[config.mk]
export PLATFORM = sky130hd
export DESIGN_NAME = gpc223_4_arbiter
export DESIGN_NICKNAME = d
export VERILOG_FILES = /design/src/rtl/gpc223_4_arbiter.sv
export SDC_FILE = /design/constraint.sdc
export NUM_CORES = 1
export LEC_CHECK = 0
export CAP_MARGIN = 0
export CORE_ASPECT_RATIO = 0.5
export CORE_MARGIN = 1
export CORE_UTILIZATION = 52
export DETAILED_ROUTE_END_ITERATION = 7
export GPL_TIMING_DRIVEN = 0
export PLACE_DENSITY = 0.84
export SLEW_MARGIN = 20
export SYNTH_ARGS = -nofsm -noshare
export SYNTH_HDL_FRONTEND = slang
export SYNTH_SLANG_ARGS = --single-unit
[constraint.sdc]
create_clock -name clk -period 13.4 [get_ports clk]
set_input_delay 4.02 -clock clk [delete_from_list [all_inputs] [get_ports clk]]
set_output_delay 4.02 -clock clk [all_outputs]
set_load 0.03 [all_outputs]
[src/rtl/gpc223_4_arbiter.sv]
// rtl/gpc223_4_arbiter.sv - round-robin issue stage sharing one (2,2,3;4) counter
// Requesters hand over operand triples; the granted one is summed and registered with its index.

module gpc223_4 (
  input  logic [2:0] src0,
  input  logic [1:0] src1,
  input  logic [1:0] src2,
  output logic [3:0] dst
);

  always_comb begin
    dst = {3'b000, src0[0]} + {3'b000, src0[1]} + {3'b000, src0[2]}
        + {2'b00, src1[0], 1'b0} + {2'b00, src1[1], 1'b0}
        + {1'b0, src2[0], 2'b00} + {1'b0, src2[1], 2'b00};
  end

endmodule

module gpc223_4_arbiter #(
  parameter int NREQ = 4,
  parameter int ID_W = 2
) (
  input  logic              clk,
  input  logic              rst,
  input  logic [NREQ-1:0]   req_valid,
  output logic [NREQ-1:0]   req_ready,
  input  logic [3*NREQ-1:0] req_src0,
  input  logic [2*NREQ-1:0] req_src1,
  input  logic [2*NREQ-1:0] req_src2,
  output logic              out_valid,
  input  logic              out_ready,
  output logic [3:0]        out_dst,
  output logic [ID_W-1:0]   out_id
);

  logic [ID_W-1:0] ptr_q, ptr_d;
  logic            out_valid_q, out_valid_d;
  logic [3:0]      out_dst_q, out_dst_d;
  logic [ID_W-1:0] out_id_q, out_id_d;

  logic            free;
  logic            gnt_found;
  int              gnt_i;
  int              cand;
  logic            xfer;
  logic [2:0]      g_src0;
  logic [1:0]      g_src1;
  logic [1:0]      g_src2;
  logic [3:0]      g_sum;

  assign free = !out_valid_q || out_ready;

  // Cyclic search starting at ptr; the first valid requester wins.
  always_comb begin
    gnt_found = 1'b0;
    gnt_i     = 0;
    cand      = 0;
    for (int k = 0; k < NREQ; k++) begin
      cand = int'(ptr_q) + k;
      if (cand >= NREQ) cand = cand - NREQ;
      if (!gnt_found && req_valid[cand]) begin
        gnt_found = 1'b1;
        gnt_i     = cand;
      end
    end
  end

  assign xfer      = gnt_found && free;
  assign req_ready = xfer ? (NREQ'(1) << gnt_i) : '0;

  assign g_src0 = req_src0[gnt_i*3 +: 3];
  assign g_src1 = req_src1[gnt_i*2 +: 2];
  assign g_src2 = req_src2[gnt_i*2 +: 2];

  gpc223_4 u_gpc (
    .src0 (g_src0),
    .src1 (g_src1),
    .src2 (g_src2),
    .dst  (g_sum)
  );

  always_comb begin
    ptr_d       = ptr_q;
    out_valid_d = out_valid_q;
    out_dst_d   = out_dst_q;
    out_id_d    = out_id_q;
    if (xfer) begin
      out_valid_d = 1'b1;
      out_dst_d   = g_sum;
      out_id_d    = ID_W'(gnt_i);
      ptr_d       = (gnt_i == NREQ - 1) ? '0 : ID_W'(gnt_i + 1);
    end else if (free) begin
      out_valid_d = 1'b0;
    end
  end

  always_ff @(posedge clk or posedge rst) begin
    if (rst) begin
      ptr_q       <= '0;
      out_valid_q <= 1'b0;
      out_dst_q   <= 4'h0;
      out_id_q    <= '0;
    end else begin
      ptr_q       <= ptr_d;
      out_valid_q <= out_valid_d;
      out_dst_q   <= out_dst_d;
      out_id_q    <= out_id_d;
    end
  end

  assign out_valid = out_valid_q;
  assign out_dst   = out_dst_q;
  assign out_id    = out_id_q;

endmodule

==> reports/results.ini <==
[outcome]
status=finished clean

[min_path]
hp-class=reg2reg

[sta]
setup_viol=0
finalCritPeriodShare=0.821
timing.fmax_ghz=0.0909
holdWs_ns=0.474
slew_headroom=0.692
fin_crit_ns=11.00
worstMarginPinSlew_ns=0.462
rsz0062_at_grt=false
hold_violations=0
drv_slew=0
finalSetupTns_ns=0
finalClockSkew_ns=0.00603

[layout]
fin_area_um2=2080
final_nets=270
n_antenna_cell=0
layout.cells.non_filler=254
syn_to_final_growth_pct=33.5
fill_cells=187
layout-drive-gt1-share=0.120

[die]
die_height_um=40.7
dieArea_um2=3230
die_x_um=79.4
rows=13
start_util=0.573
ioPinCount=46
coreArea_um2=2720

[global_routing]
grt_overflow=0
grt_pass1_wl_um=5850
grt_use_total=0.247
grt_antenna_before_repair=0
grt_max_degree=12
grt_pass1_vias=1272

[placement]
io_buffers=43
dp_cells=250
finalWeightedCongestion=0.851
placed_area_um2=2030
dp.final_hpwl_um=2970

[yosys]
yosys.area.top_type=dfrtp_1
yosys.cell_types.count=42
syn_avg_cell_area_um2=9.16
synthesis.area_um2=1560
synth_edf_count=0
synthFlopType=dfrtp_1
synth_area_leaders=dfrtp_1 14%, ha_1 11%, mux4_1 8.4%
synthArstFlopShare=1.00
syn_nets=222
synth_top_area_share=0.145
yosysWarnings=0
yosysSeqAreaShare=0.145
netlist_instances=170
ys_ff_latch=9

[routing]
routed_via_density=5.89
drc=0
postRouteAntennaNets=0
drt_pre_antenna_iters=4
wl_um=3730
wire_per_inst_um=14.7
vias=1497
drt_iter0_markers=92

[clock_tree]
cts_buffer_depth=2
cts_tree=yes
numClockSinks=9
cts_hold_buf=0
clock_latency_ns=0.24
clock-root-buffer=clkbuf_8
ctsResizeCount=0
cts.clk_slew.worst_paths_ns=0.04
htree_levels=1
post_cts_buffers=0
cts-buffers-inserted=3

[setup_path]
critPathKind=in2out
path_max_fanout=10
critPathArrivalTime_ns=6.98
cp-start-kind=primary input
required_ns=9.38
cp-end-kind=output port

[flow_run]
drv_cap=0

-- per-stage QoR --
step / utilization / setup WS (ns)
after floorplan: - / 3.42
after global placement: 0.749 / 2.48
after detailed placement: 0.749 / 2.42
after CTS: 0.765 / 2.42
after global routing: 0.765 / 2.29
final: 0.765 / 2.40
-- worst paths after layout --
| path | startpoint | to | slack, ns | cells after the start |
|---|---|---|---|---|
| max | req_valid[1] | req_ready[1] | 2.40 | 8 |
| min | out_id[1] | out_id[1] | 0.47 | 2 |
| max reg2reg | ptr_q[0] | out_dst[3] | 7.05 | 24 |
| min reg2reg | out_id[1] | out_id[1] | 0.47 | 2 |
| max in group asynchronous | rst | ptr_q[1] | 9.12 | 2 |
| min in group asynchronous | rst | out_valid | 4.03 | 2 |
-- cell families (layout without fill, tap and decap cells) --
family	count (synthesis)	count (layout)	synth area share
AOI/OAI and AO/OA	36	36	0.182
xor gates and xnor gates	6	6	0.0338
buffers and inverters	22	69	0.0748
muxes	23	23	0.248
adders and majority gates	17	17	0.151
DFF	9	9	0.145
and+or+nand+nor	57	57	0.166
-- cell type report --
type / instances / area [um^2] / share of cell area
clock buffers: 4 / 45.0 / 0.0217
multi-input cells: 139 / 1210 / 0.585
repair buffers: 43 / 430 / 0.207
well taps: 37 / 46.3 / 0.0223
flip-flops and latches: 9 / 225 / 0.108
plain buffers: 10 / 71.3 / 0.0343
inverters: 12 / 45.0 / 0.0217
-- per-layer routing --
metal | part of all wire | GRT usage
met5 | 0 | 0
met4 | 0.0035 | 0.0636
met3 | 0.068 | 0.0400
met2 | 0.49 | 0.453
met1 | 0.44 | 0.319
-- placed cells by master, fill, tap and decap left out, types with 2 or more instances in the layout --
cell             count
nand3_1              3
mux2_2               9
fa_1                 3
mux2i_1              4
o21ai_0              7
nand2_1             25
a311oi_1             4
clkbuf_8             3
a21oi_1              9
nor2_1              13
a31oi_1              3
dfrtp_1              9
clkdlybuf4s50_1     43
xnor2_1              3
nand2b_1             6
nand4_1              2
ha_1                14
clkbuf_1             5
mux4_1               5
mux4_2               5
buf_6                4
o22ai_1              2
inv_1               11
xor2_1               3
nor2b_1              3
-- cells in the mapped netlist (all sizes together), types with 2 or more instances --
master	n
nand2	25
ha	14
nor2	13
inv	11
a21oi	10
mux4	10
dfrtp	9
mux2	9
o21ai	7
buf	6
nand2b	6
a311oi	4
a31oi	4
clkbuf	4
mux2i	4
fa	3
nand3	3
nor2b	3
xnor2	3
xor2	3
nand4	2
o22ai	2
-- state kept, by name, indices dropped and copies added, names as in the netlist --
register / count
out_dst: 4
out_id: 2
out_valid: 1
ptr_q: 2
-- worst max-delay path, stage by stage --
cell and delay [ns]:
clkdlybuf4s50_1 0.56, mux4_2 0.61, a221oi_4 0.51, buf_6 0.22
buf_4 0.18, nand2_1 0.08, nor2_1 0.09, clkdlybuf4s50_1 0.68
Power is left out: the tool's default activity adds up to more than one toggle a clock period on the data nets, which glitch-free logic cannot reach.
